File: src/rtl/lfsr_gen.sv
// rtl/lfsr_gen.sv - parametrised Fibonacci/Galois LFSR with seed load and lock-up recovery
//
// Purpose:
//   Pseudo-random / test-pattern / scrambler-seed source. Configurable width, tap mask,
//   structure (Fibonacci or Galois) and feedback sense (XOR or XNOR). A clock enable advances
//   the register one step; a synchronous load forces a seed. If an enabled cycle finds the
//   register in the lock-up value it reloads INIT and pulses lockup.
//
// Optional feature:
//   `define LFSR_PERIOD_CNT_EN adds the period monitor (wrap pulse + period count).
//   Without it, wrap and period are tied to 0.
//
// Ports:
//   clk     in   1      rising-edge clock
//   rst     in   1      synchronous active-high reset (overrides load and en)
//   en      in   1      advance one step this cycle
//   load    in   1      load seed this cycle (overrides en)
//   seed    in   WIDTH  value loaded when load=1
//   out     out  WIDTH  current register state
//   lockup  out  1      one-cycle pulse: lock-up detected, INIT applied
//   wrap    out  1      one-cycle pulse: a step returned the state to its start value
//   period  out  WIDTH  number of steps in the last completed cycle
module lfsr_gen #(
  parameter int unsigned      WIDTH     = 4,
  parameter logic [WIDTH-1:0] TAPS      = 4'b1100,
  parameter bit               GALOIS    = 1'b0,
  parameter bit               XNOR_MODE = 1'b1,
  parameter logic [WIDTH-1:0] INIT      = '0
) (
  input  logic             clk,
  input  logic             rst,
  input  logic             en,
  input  logic             load,
  input  logic [WIDTH-1:0] seed,
  output logic [WIDTH-1:0] out,
  output logic             lockup,
  output logic             wrap,
  output logic [WIDTH-1:0] period
);

  // XNOR Fibonacci feedback can never leave all-ones; every XOR variant sticks at all-zeros.
  localparam logic [WIDTH-1:0] LOCK = (!GALOIS && XNOR_MODE) ? '1 : '0;

  if ((WIDTH < 2) || (WIDTH > 32)) begin : g_chk_width
    $error("lfsr_gen: WIDTH must be in 2..32");
  end
  if (!TAPS[WIDTH-1]) begin : g_chk_taps
    $error("lfsr_gen: TAPS[WIDTH-1] must be 1");
  end
  if (INIT == LOCK) begin : g_chk_init
    $error("lfsr_gen: INIT must differ from the lock-up value");
  end

  typedef enum logic {
    ST_RUN     = 1'b0,
    ST_RECOVER = 1'b1
  } state_e;

  state_e           state_q, state_d;
  logic [WIDTH-1:0] out_q, out_d;
  logic [WIDTH-1:0] step_val;
  logic [WIDTH-1:0] galois_val;
  logic             fib_fb;
  logic             lock_hit;
  logic             step_taken;
  logic             recover_evt;

  // Next value of the shift register if a normal step is taken this cycle.
  always_comb begin
    fib_fb = ^(out_q & TAPS);
    if (XNOR_MODE) begin
      fib_fb = ~fib_fb;
    end
    // Galois: shift left, then fold the tap pattern back in when the MSB falls out.
    galois_val = {out_q[WIDTH-2:0], 1'b0} ^
                 (out_q[WIDTH-1] ? {TAPS[WIDTH-2:0], 1'b1} : {WIDTH{1'b0}});
    step_val   = GALOIS ? galois_val : {out_q[WIDTH-2:0], fib_fb};
  end

  assign lock_hit    = (out_q == LOCK);
  assign step_taken  = !load && en && !lock_hit;
  assign recover_evt = !load && en && lock_hit;

  // Next-state / next-value logic. The RECOVER state exists only for the single cycle after
  // INIT has been forced; it steps normally if enabled and always drops back to RUN.
  always_comb begin
    state_d = ST_RUN;
    out_d   = out_q;
    if (load) begin
      out_d = seed;
    end else if (recover_evt) begin
      out_d   = INIT;
      state_d = ST_RECOVER;
    end else if (step_taken) begin
      out_d = step_val;
    end
  end

  always_ff @(posedge clk) begin
    if (rst) begin
      state_q <= ST_RUN;
      out_q   <= INIT;
    end else begin
      state_q <= state_d;
      out_q   <= out_d;
    end
  end

  assign out    = out_q;
  assign lockup = (state_q == ST_RECOVER);

`ifdef LFSR_PERIOD_CNT_EN
  localparam logic [WIDTH-1:0] ONE = {{(WIDTH-1){1'b0}}, 1'b1};

  logic [WIDTH-1:0] start_q;
  logic [WIDTH-1:0] cnt_q;
  logic [WIDTH-1:0] period_q;
  logic             wrap_q;
  logic             cnt_sat;

  assign cnt_sat = (cnt_q == {WIDTH{1'b1}});

  always_ff @(posedge clk) begin
    if (rst) begin
      start_q  <= INIT;
      cnt_q    <= '0;
      period_q <= '0;
      wrap_q   <= 1'b0;
    end else if (load) begin
      start_q <= seed;
      cnt_q   <= '0;
      wrap_q  <= 1'b0;
    end else if (recover_evt) begin
      cnt_q  <= '0;
      wrap_q <= 1'b0;
    end else if (step_taken) begin
      if (step_val == start_q) begin
        // This step completes the cycle, so it counts toward the reported period.
        wrap_q   <= 1'b1;
        period_q <= cnt_sat ? cnt_q : (cnt_q + ONE);
        cnt_q    <= '0;
      end else begin
        wrap_q <= 1'b0;
        cnt_q  <= cnt_sat ? cnt_q : (cnt_q + ONE);
      end
    end else begin
      wrap_q <= 1'b0;
    end
  end

  assign wrap   = wrap_q;
  assign period = period_q;
`else
  assign wrap   = 1'b0;
  assign period = '0;
`endif

endmodule

File: config.mk
export PLATFORM = sky130hd
export DESIGN_NAME = lfsr_gen
export DESIGN_NICKNAME = d
export VERILOG_FILES = /design/src/rtl/lfsr_gen.sv
export SDC_FILE = /design/constraint.sdc
export NUM_CORES = 1
export LEC_CHECK = 0
export BUFFER_PORTS_ARGS = -buffer_cell sky130_fd_sc_hd__buf_2
export CAP_MARGIN = 5
export CORE_AREA = 2 2 39 41
export CTS_BUF_LIST = sky130_fd_sc_hd__clkbuf_8
export DETAILED_ROUTE_END_ITERATION = 8
export DIE_AREA = 0 0 41 43
export PLACE_DENSITY = 0.52
export SLEW_MARGIN = 10
export SYNTH_ARGS = -nofsm -noshare
export SYNTH_HDL_FRONTEND = slang
export SYNTH_SLANG_ARGS = --single-unit
File: constraint.sdc
create_clock -name clk -period 1 [get_ports clk]
set_clock_uncertainty 0.05 [all_clocks]
set_input_delay 0.05 -clock clk [delete_from_list [all_inputs] [get_ports clk]]
set_output_delay 0.05 -clock clk [all_outputs]
set_load 0.02 [all_outputs]
==> out/qor.log <==
qor: placement.buffer_ports.inserted 12
qor: clock_network.tritoncts.num_buffers 3
qor: clock_network.cts_setup_buffers 0
qor: sta.holdWs 17.9 ps
qor: sta.worst_slack 8.06 ps
qor: global_route.grt.busiest_layer met2
qor: clock_network.tritoncts_num_sinks 5
qor: sta.setup_violations 0
qor: power.totalPowerFinal 0.700 mW
qor: layout.nFillCells 153
qor: global_route.grt_use_met2 0.119
qor: sta.setup_total_negative_slack 0 ps
qor: floorplanning.core_region_area 0.00138 sq mm
qor: layout.antenna_cells 0
qor: power.leakage 0.192 nW
qor: route.drt_pre_antenna_iters 2
qor: yosys.syn-cell-area 290 sq um
qor: placement.numPlacedInstances 62
qor: layout.post_route_cell_area 430 sq um
qor: sta.final.min_clock_period 992 ps
qor: global_route.grt_antenna_before_repair 0
qor: floorplanning.chipWidth 41 um
qor: global_route.grt_pass1_vias 254
qor: global_route.met1_grt_util 0.0939
qor: yosys.synthesis.instances 35
qor: yosys.synthesized_flop_and_latch_total 5
qor: clock_network.clock_tree.buffer_depth 2
qor: layout.post_route_cells_drive_above_1_share 0.480
qor: sta.count_of_pins_over_their_slew_limit 0
qor: worst_setup_path.timing.critical_path.to_type flip-flop
qor: floorplanning.dieArea 0.00176 sq mm
qor: route.totalWireLength 630 um
qor: placement.dp_worst_setup_slack -15.8 ps
qor: worst_setup_path.start_kind flip-flop
qor: yosys.primary_flip_flop_cell_chosen_by_synthesis_mapping sky130_fd_sc_hd__dfxtp_1
qor: clock_network.clock_tree.root_cell sky130_fd_sc_hd__clkbuf_8
qor: power.power_per_cell_area 1630 mW/mm^2
qor: placement.dp.final_hpwl 493 um
qor: clock_network.htree_num_levels 1
qor: route.drtIter0Drc 3
qor: yosys.async_flop_share 0
qor: worst_setup_path.critPathKind flip-flop to flip-flop
qor: yosys.yosys_warnings 0
qor: yosys.synthTopCellsByArea sky130_fd_sc_hd__dfxtp_1 34%, sky130_fd_sc_hd__buf_4 16%, sky130_fd_sc_hd__a21oi_1 12%
qor: clock_network.cts.reportedPaths.clkPinSlew 40 ps
qor: yosys.netlist.area_leader.share 0.345
qor: clock_network.tritoncts_clock_tree done
qor: flow_run.max_cap_viol_count 0
qor: route.antenna_left 0
qor: floorplanning.initial_core_util 0.210
qor: yosys.synth_cell_type_count 13
qor: sta.max_freq 1010 MHz
qor: worst_setup_path.worst_ep_arrival_time 1050 ps
qor: yosys.post_synth_edffs 0
qor: run_status.result_of_the_run finished, final reports clean
qor: global_route.use_met3 0.0785
qor: worst_hold_path.hp-class primary input to flip-flop
qor: floorplanning.chipHeight 43 um
qor: floorplanning.io_pins 18
qor: layout.finish.utilization 0.311
qor: clock_network.holdBufCountCts 0
qor: clock_network.clk-insertion-delay-late 220 ps
qor: worst_setup_path.crit_required 1060 ps
qor: global_route.first_pass_grt_wire_length 972 um
qor: route.route.vias.total 285
qor: global_route.maximum_number_of_pins_on_one_net_before_global_route_repair 11
qor: layout.instances_no_fill 66
qor: route.final_routed_drc_violation_total 0
qor: power.power.ir.vdd_worst 0.693 mV
qor: yosys.synth-seq-area-share 0.345
qor: placement.place.gp.congestion 0.671
qor: route.via_per_inst 4.32
qor: layout.design.final.nets 60
qor: yosys.syn_area_per_cell 8.29 sq um
qor: global_route.groute.usage.overall 0.0885
qor: sta.layout_worst_path_cycle_share 0.992
qor: yosys.yosys.area.top_type sky130_fd_sc_hd__dfxtp_1
qor: yosys.yosys-top-cells-count 7 x sky130_fd_sc_hd__a21oi_1, 6 x sky130_fd_sc_hd__buf_4, 5 x sky130_fd_sc_hd__dfxtp_1
qor: global_route.global_route.overflow_total 0
qor: worst_setup_path.path_max_fanout 3
qor: floorplanning.placement_rows 14
qor: layout.syn_to_final_growth 48.3%
qor: sta.hold_violations 0
qor: sta.setup_repair_after_global_routing_missed_its_margin yes
qor: yosys.post-synth-top-count-cell sky130_fd_sc_hd__a21oi_1
qor: route.routedWlPerCell 9.55 um
qor: placement.placed_cell_area 368 sq um
layer usage:
metal,up-vias,share of wire,routed length [um]
met3,0,0.090,57
met4,0,0,0
li1,142,-,-
met5,-,0,0
met1,131,0.42,264
met2,12,0.49,308
cells by family (layout without fill, tap and decap cells):
| family | Yosys count | count (layout) | synth area share |
|---|---|---|---|
| AOI/OAI and AO/OA | 8 | 8 | 0.151 |
| adders and majority gates | 1 | 1 | 0.0431 |
| buffers and inverters | 8 | 19 | 0.181 |
| DFF | 5 | 5 | 0.345 |
| other | 1 | 5 | 0.0129 |
| and+or+nand+nor | 12 | 12 | 0.267 |
state kept, by name, indices dropped and copies added (netlist names):
signal	flops
out	4
lockup	1
final cells by class:
class	count	area, sq um	area share
multi-input combinational	26	183	0.424
sequential	5	108	0.250
timing repair buffer	13	67.6	0.157
clock buffer	3	41.3	0.0959
tap	16	20.0	0.0465
inverter	2	7.51	0.0174
clock inverter	1	3.75	0.00872
layout by cell type (no fill, tap or decap), drive strengths merged:
cell type,instances
a21oi,7
ha,1
clkbuf,3
nand3,4
dfxtp,5
conb,5
inv,3
a221oi,1
nor2b,1
nor4,1
nand2,2
nand3b,1
buf,13
nor3b,3
power by group:
part	total [mW]	switching (mW)	internal (mW)
sequential	0.222	0.0125	0.210
clock	0.370	0.106	0.264
combinational	0.108	0.0664	0.0414
total	0.700	0.185	0.515
worst paths after layout:
kind | start | endpoint | slack (ps) | cells past startpoint
max | out[2]$_SDFFE_PP0P_ | out[2]$_SDFFE_PP0P_ | 8 | 4
min | rst | out[0]$_SDFFE_PP0P_ | 20 | 2
max reg2reg | out[2]$_SDFFE_PP0P_ | out[2]$_SDFFE_PP0P_ | 8 | 4
min reg2reg | out[0]$_SDFFE_PP0P_ | out[1]$_SDFFE_PP0P_ | 460 | 2
worst max-delay path, stage by stage (launching register included):
cell                      delay (ps)
sky130_fd_sc_hd__dfxtp_4         340
sky130_fd_sc_hd__buf_4           130
sky130_fd_sc_hd__nor3b_1         130
sky130_fd_sc_hd__a21oi_1         150
sky130_fd_sc_hd__a21oi_1          80
timing repair:
action                                  4_1_cts  5_1_grt
endpoints found under the hold margin         0        0
pin swaps                                     1        3
endpoints found under the setup margin        1        3
gates resized for setup                       1        3
No activity file was read; power rests on OpenSTA's default activity.
